--- config.mk ---
export PLATFORM = sky130hd
export DESIGN_NAME = shape_gen
export DESIGN_NICKNAME = d
export VERILOG_FILES = /design/src/rtl/shape_gen_pkg.sv /design/src/rtl/shape_gen_map.sv /design/src/rtl/shape_gen.sv
export SDC_FILE = /design/constraint.sdc
export NUM_CORES = 1
export LEC_CHECK = 0
export ABC_AREA = 1
export CORE_UTILIZATION = 43
export CTS_BUF_LIST = sky130_fd_sc_hd__clkbuf_16
export CTS_CLUSTER_SIZE = 8
export DETAILED_ROUTE_END_ITERATION = 10
export HOLD_SLACK_MARGIN = 0.15
export PLACE_DENSITY = 0.65
export SETUP_SLACK_MARGIN = 0.1
export SYNTH_ARGS = -nofsm -noshare
export SYNTH_HDL_FRONTEND = slang
export SYNTH_HIERARCHICAL = 1
export SYNTH_SLANG_ARGS = --single-unit
--- constraint.sdc ---
create_clock -name clk -period 2.3 [get_ports clk]
set_input_delay 0.46 -clock clk [delete_from_list [all_inputs] [get_ports clk]]
set_output_delay 0.46 -clock clk [all_outputs]
set_load 0.1 [all_outputs]
--- src/rtl/shape_gen_pkg.sv ---
// Shared mode codes and state encoding for the shape generator.
package shape_gen_pkg;

  localparam logic [1:0] MODE_RHOMB_C = 2'd0;
  localparam logic [1:0] MODE_TRI_C   = 2'd1;
  localparam logic [1:0] MODE_SAW_C   = 2'd2;
  localparam logic [1:0] MODE_SQR_C   = 2'd3;

  typedef enum logic [1:0] {
    MODE_RHOMB = MODE_RHOMB_C,
    MODE_TRI   = MODE_TRI_C,
    MODE_SAW   = MODE_SAW_C,
    MODE_SQR   = MODE_SQR_C
  } mode_e;

  typedef enum logic {
    S_IDLE = 1'b0,
    S_RUN  = 1'b1
  } state_e;

endpackage

--- src/rtl/shape_gen_map.sv ---
// Combinational phase-to-sample map; zero latency, no flow control.
// All arithmetic is modulo 2^W, which is exact because every result fits W bits.
module shape_gen_map
  import shape_gen_pkg::*;
#(
  parameter int W = 8
) (
  input  logic [1:0]   mode,
  input  logic         sel,
  input  logic [W-1:0] a,
  output logic [W-1:0] sample
);

  localparam logic [W-1:0] P_H   = W'(2**(W-1));
  localparam logic [W-1:0] P_M   = W'(2**W - 1);
  localparam logic [W-1:0] P_3H2 = W'(3 * 2**(W-1) - 2);

  logic         w_lo;
  logic [W-1:0] w_a2;
  logic [W-1:0] w_res;

  assign w_lo = ~a[W-1];
  assign w_a2 = {a[W-2:0], 1'b0};

  always_comb begin
    w_res = '0;
    case (mode)
      MODE_RHOMB_C: begin
        if (!sel) w_res = w_lo ? (P_H - a) : (a - P_H);
        else      w_res = w_lo ? (a + P_H) : (P_3H2 - a);
      end
      // 2M+1-2a reduces to M-2a modulo 2^W
      MODE_TRI_C: w_res = w_lo ? w_a2 : (P_M - w_a2);
      MODE_SAW_C: w_res = a;
      MODE_SQR_C: w_res = w_lo ? '0 : P_M;
      default:    w_res = '0;
    endcase
  end

  assign sample = w_res;

endmodule

--- src/rtl/shape_gen.sv ---
// Phase-accumulator waveform generator; sample registered one cycle after start/accept.
// Holds all state and outputs while out_valid=1 and out_ready=0.
module shape_gen
  import shape_gen_pkg::*;
#(
  parameter int W  = 8,
  parameter int PW = 16
) (
  input  logic          clk,
  input  logic          reset,
  input  logic          en,
  input  logic [1:0]    mode,
  input  logic [PW-1:0] step,
  input  logic          out_ready,
  output logic          out_valid,
  output logic [W-1:0]  out,
  output logic          out_sel,
  output logic          period_start
);

  state_e        r_state;
  state_e        w_state_nxt;
  logic [PW-1:0] r_acc;
  logic [PW-1:0] r_step_q;
  logic [1:0]    r_mode_q;
  logic          r_sel;
  logic [W-1:0]  r_out;
  logic          r_out_sel;
  logic          r_period_start;

  logic          w_out_valid;
  logic          w_idle;
  logic          w_accept;
  logic          w_advance;
  logic          w_carry;
  logic [PW-1:0] w_sum;
  logic [PW-1:0] w_acc_nxt;
  logic          w_wrap;
  logic          w_sel_nxt;
  logic [1:0]    w_mode_nxt;
  logic [1:0]    w_map_mode;
  logic          w_map_sel;
  logic [W-1:0]  w_map_a;
  logic [W-1:0]  w_sample;

  assign w_idle   = (r_state == S_IDLE);
  assign w_accept = w_out_valid & out_ready;

  // A rhomboid pair shares one phase, so only the sel=1 accept advances (and can wrap)
  assign w_advance        = (r_mode_q != MODE_RHOMB_C) | r_sel;
  assign {w_carry, w_sum} = {1'b0, r_acc} + {1'b0, r_step_q};
  assign w_acc_nxt        = w_advance ? w_sum : r_acc;
  assign w_wrap           = w_advance & w_carry;
  assign w_sel_nxt        = (r_mode_q == MODE_RHOMB_C) & ~r_sel;
  assign w_mode_nxt       = w_wrap ? mode : r_mode_q;

  assign w_map_mode = w_idle ? mode : w_mode_nxt;
  assign w_map_sel  = w_idle ? 1'b0 : w_sel_nxt;
  assign w_map_a    = w_idle ? '0 : w_acc_nxt[PW-1 -: W];

  shape_gen_map #(.W(W)) u_map (
    .mode   (w_map_mode),
    .sel    (w_map_sel),
    .a      (w_map_a),
    .sample (w_sample)
  );

  always_ff @(posedge clk) begin
    if (!reset) r_state <= S_IDLE;
    else        r_state <= w_state_nxt;
  end

  always_comb begin
    w_state_nxt = r_state;
    case (r_state)
      S_IDLE:  if (en) w_state_nxt = S_RUN;
      S_RUN:   if (w_accept && !en) w_state_nxt = S_IDLE;
      default: w_state_nxt = S_IDLE;
    endcase
  end

  always_comb begin
    w_out_valid = (r_state == S_RUN);
  end

  always_ff @(posedge clk) begin
    if (!reset) begin
      r_acc          <= '0;
      r_sel          <= 1'b0;
      r_mode_q       <= MODE_RHOMB_C;
      r_step_q       <= '0;
      r_out          <= '0;
      r_out_sel      <= 1'b0;
      r_period_start <= 1'b0;
    end else if (w_idle) begin
      r_mode_q <= mode;
      r_step_q <= step;
      if (en) begin
        r_acc          <= '0;
        r_sel          <= 1'b0;
        r_out          <= w_sample;
        r_out_sel      <= 1'b0;
        r_period_start <= 1'b1;
      end
    end else if (w_accept) begin
      r_acc          <= w_acc_nxt;
      r_sel          <= w_sel_nxt;
      r_out          <= w_sample;
      r_out_sel      <= w_sel_nxt;
      r_period_start <= w_wrap;
      if (w_wrap) begin
        r_mode_q <= mode;
        r_step_q <= step;
      end
    end
  end

  assign out_valid    = w_out_valid;
  assign out          = r_out;
  assign out_sel      = r_out_sel;
  assign period_start = r_period_start;

endmodule
==> results.cfg, run 1 <==
[synth]
ys_ff_latch = 45
yosysMostFrequentCell = nand2_1
synthTopCellsByArea = dfxtp_1, nand2_1, inv_1
synth-edff-count = 0
ys_seq_area_share_pct = 26.0
syn_nets = 607
ys_top_cells_by_count = nand2_1, inv_1, nand3_1
synth_top_area_cell = dfxtp_1
ys_warn_count = 6
syn_avg_cell_area_um2 = 6.11
synth_top_area_share_pct = 26.0
synth_async_sr_flop_share_pct = 0
ys.flop_type = dfxtp_1
syn_inst = 566
syn_area_mm2 = 0.00346
synth.distinct_cells = 38

[clocking]
clkTransAtPathRegs_ns = 0.07
cts_made_buffers = 5
tritoncts = yes
clock_path_buffers = 2
ctsHtreeMaxLevel = 2
clk_latency_ns = 0.29
cts.sinks = 45
cts_root_buf = clkbuf_16

[sta]
setup_violations = 7
worst_pin_slew_ns = 0.478
layout_min_cycle_time_ns = 2.59
post-route-period-util_pct = 112
setup_tns_ns = -1.75
clock_skew_ns = 0.00539
setup_ws_ns = -0.286
rsz0062_at_grt = yes
max_freq_mhz = 387
slew_violations = 0
relSlewSlack_pct = 68.1
hold_viol_final = 0

[placed_design]
portBuffers = 32
placement.cell_area_mm2 = 0.00437
gp_congestion = 0.899
pre_cts_ws_ns = -0.386
place.detailed.hpwl_um = 7420

[job]
maxCapViolations = 0

[setup_path]
critPathLaunch = r_acc[0]
endpoint_kind = register
crit_fanout = 4
crit_required_ns = 2.52
rr_startpoint = r_acc[0]
crit_arrival_ns = 2.81
start_kind = register
worstSetupPathType = register to register

[min_path]
hp-class = register to register
hp-start = out[2]

[die]
ioPinCount = 33
core-area_mm2 = 0.00777
start_util_pct = 44.6
die_area_mm2 = 0.00841
rows = 32
die-width_um = 91.7
die_h_um = 91.7

[global_route]
overflow = 0
antenna_found_initial = 0
grt_pass1_vias = 3538
grt_first_pass_wirelength_um = 16600
grt_util_all_layers_pct = 24.5
grt_max_degree = 38

[outcome]
status = complete, but fails checks
violations = negative setup slack

[routing]
drtAntennaViolNets = 0
dr.pass1.iters = 5
drtIter0Drc = 199
drt_drc_violations_left = 0
wirelength_um = 10000
wl_per_cell_um = 12.9
vias = 3860
vias_per_cell = 4.97

[pwr]
vdd_drop_max_mv = 0.289
leakage_nw = 2.57
total_power_mw = 2.45
pwr_density_cell_mw_per_mm2 = 504

[final_layout]
nNetsFinal = 715
fillerInstances = 750
final_layout_size_suffix_gt1_share_pct = 27.1
final_core_util_pct = 62.5
final_area_mm2 = 0.00486
syn2layout_area_growth_pct = 40.4
antennaDiodeCount = 0
==> through the flow <==
step	std cells	hold slack (ns)
final	777	0.470
after global routing	777	0.494
after CTS	771	0.473
after detailed placement	758	0.464
after global placement	758	0.454
after floorplan	566	0.448
==> final timing paths <==
path              endpoint  slack [ns]  depth (start not counted)
hold reg to reg     out[2]        0.47                          2
setup / recovery    out[6]       -0.29                         23
hold / removal      out[2]        0.47                          2
setup reg to reg    out[6]       -0.29                         23
==> what timing repair did <==
action,4_1_cts,5_1_grt
cloned,0,2
pin swaps,25,13
endpoints found under the setup margin,8,24
hold buffers,0,0
gates resized for setup,34,23
setup buffers,5,4
==> layout by cell type, fill, tap and decap left out, drive strengths merged, types with 2 or more instances in the layout <==
cell and count:
nand4 5, nand3 58, o21ai 29, clkbuf 7, nor2 46, o21bai 3, inv 88, or2 2
nor3 4, nand2 180, a21oi 48, dfxtp 45, buf 96, clkinvlp 2, o211ai 2, clkdlybuf4s50 21
and2 3, ha 18, xor2 11
==> critical path: stages, from the launching register on <==
cell	delay (ns)
dfxtp_2	0.35
ha_4	0.14
inv_2	0.03
fa_2	0.33
inv_2	0.07
nand2_2	0.05
nand2_2	0.08
nand3_2	0.07
nand2_2	0.09
nand2_2	0.08
nand2_1	0.07
nand2_1	0.05
nand3_1	0.13
nand2_2	0.11
buf_4	0.17
nor2_1	0.14
nand2_1	0.07
nand2_1	0.05
nand3_1	0.06
nand2_1	0.08
nand2_1	0.06
nand2_1	0.05
nand2_1	0.05
a21oi_1	0.13
==> final cells by class <==
class / count / area (µm²) / share of cell area, %
Clock inverter: 3 / 18.8 / 0.386
Sequential cell: 45 / 911 / 18.7
Multi-Input combinational cell: 415 / 2310 / 47.6
Clock buffer: 5 / 125 / 2.58
Timing Repair Buffer: 119 / 1030 / 21.2
Tap cell: 102 / 128 / 2.63
Inverter: 88 / 335 / 6.90
==> routing by layer <==
metal	global-route usage (%)	vias to the layer above	share of wire, %
met1	35.1	1730	50
li1	-	2015	-
met4	5.86	0	1.2
met5	0	-	0
met3	2.65	11	4.5
met2	39.4	104	44
==> kinds of logic after synthesis <==
| kind of cell | share of synthesized area (%) |
|---|---|
| xor gates and xnor gates | 2.78 |
| DFF | 26.0 |
| buffers and inverters | 13.5 |
| AOI/OAI and AO/OA | 13.6 |
| adders and majority gates | 7.09 |
| and+or+nand+nor | 37.0 |
==> where the power goes <==
part	switching [mW]	internal, mW
clock network	0.329	0.400
logic	0.488	0.350
registers	0.0474	0.836
==> sequential cells by signal, indices dropped and copies added, names as in the netlist <==
register      count
r_step_q         16
out_sel           1
r_mode_q          2
out_valid         1
r_acc            16
out               8
period_start      1
No activity file was read; power rests on OpenSTA's default activity.
==> run 2, diff against run 1 <==
--- a/config.mk
+++ b/config.mk
@@ -17,3 +17,4 @@
 export SYNTH_HDL_FRONTEND = slang
 export SYNTH_HIERARCHICAL = 1
 export SYNTH_SLANG_ARGS = --single-unit
+export TNS_END_PERCENT = 5
==> run 2 against run 1 <==
Against the previous run: sequential share of layout area increased by 0.058 points; largest cell class unchanged; clock skew down 0.0015 ns; non-clock buffer count decreased by 3; first-iteration DRC count up 28%; wire length up 1.9%; cell count fell by 0.39%; sequential cell count did not move; the flow still finishes with violations (negative setup slack); cell area fell by 0.31%.
==> results.cfg, run 2 (synthesis gave the netlist of run 1 again) <==
[outcome]
status = complete, but fails checks
violations = negative setup slack

[global_route]
grt_pass1_vias = 3652
grt_max_degree = 38
grt_util_all_layers_pct = 25.5
antenna_found_initial = 0
overflow = 0
grt_first_pass_wirelength_um = 17200

[pwr]
p_sw_share_pct = 35.8
vdd_drop_max_mv = 0.369
p_seq_share_pct = 35.9
pwr-share-clk_pct = 29.9
power.internal_mw = 1.58
leakage_nw = 2.55
pwr_density_cell_mw_per_mm2 = 508
switchingPower_uw = 883
combPwrFrac_pct = 34.2

[sta]
worst_pin_slew_ns = 0.459
rsz0062_at_grt = yes
setup_violations = 8
slew_violations = 0
setup_ws_ns = -0.326
hold_viol_final = 0
layout_min_cycle_time_ns = 2.63
whs_ns = 0.467
clock_skew_ns = 0.00394
relSlewSlack_pct = 69.4
post-route-period-util_pct = 114
max_freq_mhz = 381

[setup_path]
worst-path-buf-inv = 3
crit_arrival_ns = 2.86
path_cells = ha_4 -> nand2_1 -> inv_1 -> a21oi_1 -> nand2_2 -> nand2_2 -> nand3_1 -> nand3_2 -> nand2_2 -> buf_12 -> buf_4 -> nand2_4 -> nand2_2 -> o211ai_1 -> nand3_1 -> nand2_1 -> nand2_1 -> a21oi_2
crit_required_ns = 2.53
cpMaxStageDelayCell = dfxtp_1
rr_endpoint = out[2]
endpoint_kind = register
start_kind = register
worstRegToRegCells = 18
reg2reg_slack_ns = -0.33
crit_family = simple AND/OR/NAND/NOR gates
cpMostUsedCell = nand2_2
crit_fanout = 10
rr_startpoint = r_step_q[5]
max_stage_delay_ns = 0.41
worstSetupPathType = register to register

[job]
maxCapViolations = 0

[placed_design]
gp_congestion = 0.914
placement.cell_area_mm2 = 0.00439
portBuffers = 32
place.detailed.hpwl_um = 7650

[clocking]
cts_made_buffers = 5
clock_path_buffers = 2
hold_buffers = 0
clkTransAtPathRegs_ns = 0.07
clk_latency_ns = 0.29
tritoncts = yes
cts.sinks = 45
cts_root_buf = clkbuf_16
ctsHtreeMaxLevel = 2

[final_layout]
final_layout_size_suffix_gt1_share_pct = 28.3
final_common_cell = nand2_1
nNetsFinal = 712
antennaDiodeCount = 0
syn2layout_area_growth_pct = 39.9
layout_common_cells = nand2_1, buf_4, inv_1
fillerInstances = 734
final_area_mm2 = 0.00484

[routing]
vias_per_cell = 5.03
drtAntennaViolNets = 0
dr.pass1.iters = 4
drtIter0Drc = 255
wl_per_cell_um = 13.2
drt_drc_violations_left = 0
vias = 3894
wirelength_um = 10200

[min_path]
hold_depth = 2
hold_end = out[0]
hp-class = register to register
hp-start = out[0]

[die]
rows = 32
die_h_um = 91.7
ioPinCount = 33
die-width_um = 91.7
core-area_mm2 = 0.00777
die_area_mm2 = 0.00841
start_util_pct = 44.6
-- run 2: per-stage QoR --
stage	std cells	power (mW)	util [%]	TNS [ns]	worst slack, ns
3_5_place_dp	760	1.68	56.5	-2.67	-0.418
6_report	774	2.46	62.4	-1.95	-0.326
2_1_floorplan	566	1.39	-	-0.644	-0.147
5_1_grt	774	2.59	62.4	-3.68	-0.538
4_1_cts	771	2.44	60.7	-1.86	-0.299
3_3_place_gp	760	1.67	56.5	-2.41	-0.413
-- run 2: worst register-to-register path, delay by kind of cell (launching register included) --
| family | cells | cell delay, ns |
|---|---|---|
| compound gates | 3 | 0.51 |
| flops | 1 | 0.41 |
| fa+ha+maj | 1 | 0.23 |
| buf+inv | 3 | 0.36 |
| simple gates | 11 | 1.06 |
-- run 2: layer usage --
| metal | track usage [%] | wire [µm] |
|---|---|---|
| met3 | 2.90 | 457 |
| met1 | 37.0 | 5160 |
| met2 | 40.0 | 4450 |
| met5 | 0 | 0 |
| met4 | 6.51 | 148 |
-- run 2: worst max path at each step --
stage / endpoint / depth (start not counted) / slack [ns] / from
6_report: out[2] / 18 / -0.33 / r_step_q[5]
4_1_cts: out[2] / 21 / -0.30 / r_acc[0]
5_1_grt: out[6] / 22 / -0.54 / r_step_q[0]
3_3_place_gp: out[2] / 17 / -0.41 / r_acc[2]
2_1_floorplan: out[1] / 23 / -0.15 / r_step_q[0]
3_5_place_dp: out[6] / 22 / -0.42 / r_step_q[0]
-- run 2: layout make-up --
| class | instances | area, µm² | share of cell area, % |
|---|---|---|---|
| tap | 102 | 128 | 2.63 |
| sequential | 45 | 911 | 18.8 |
| inverter | 88 | 335 | 6.92 |
| clock buffer | 5 | 125 | 2.58 |
| multi-input combinational | 415 | 2360 | 48.7 |
| timing repair buffer | 116 | 965 | 19.9 |
| clock inverter | 3 | 18.8 | 0.387 |
-- run 2: power groups by stage --
stage | sequential [mW] | clock (mW) | combinational [mW]
final | 0.885 | 0.737 | 0.841
after global routing | 0.890 | 0.779 | 0.922
after CTS | 0.881 | 0.750 | 0.811
after detailed placement | 0.895 | 0 | 0.782
after global placement | 0.894 | 0 | 0.773
after floorplan | 0.980 | 0 | 0.410
-- run 2: what timing repair did --
item	in CTS	in global routing
pin swaps	23	23
gates resized for setup	42	21
setup buffers	3	3
endpoints found under the setup margin	8	26
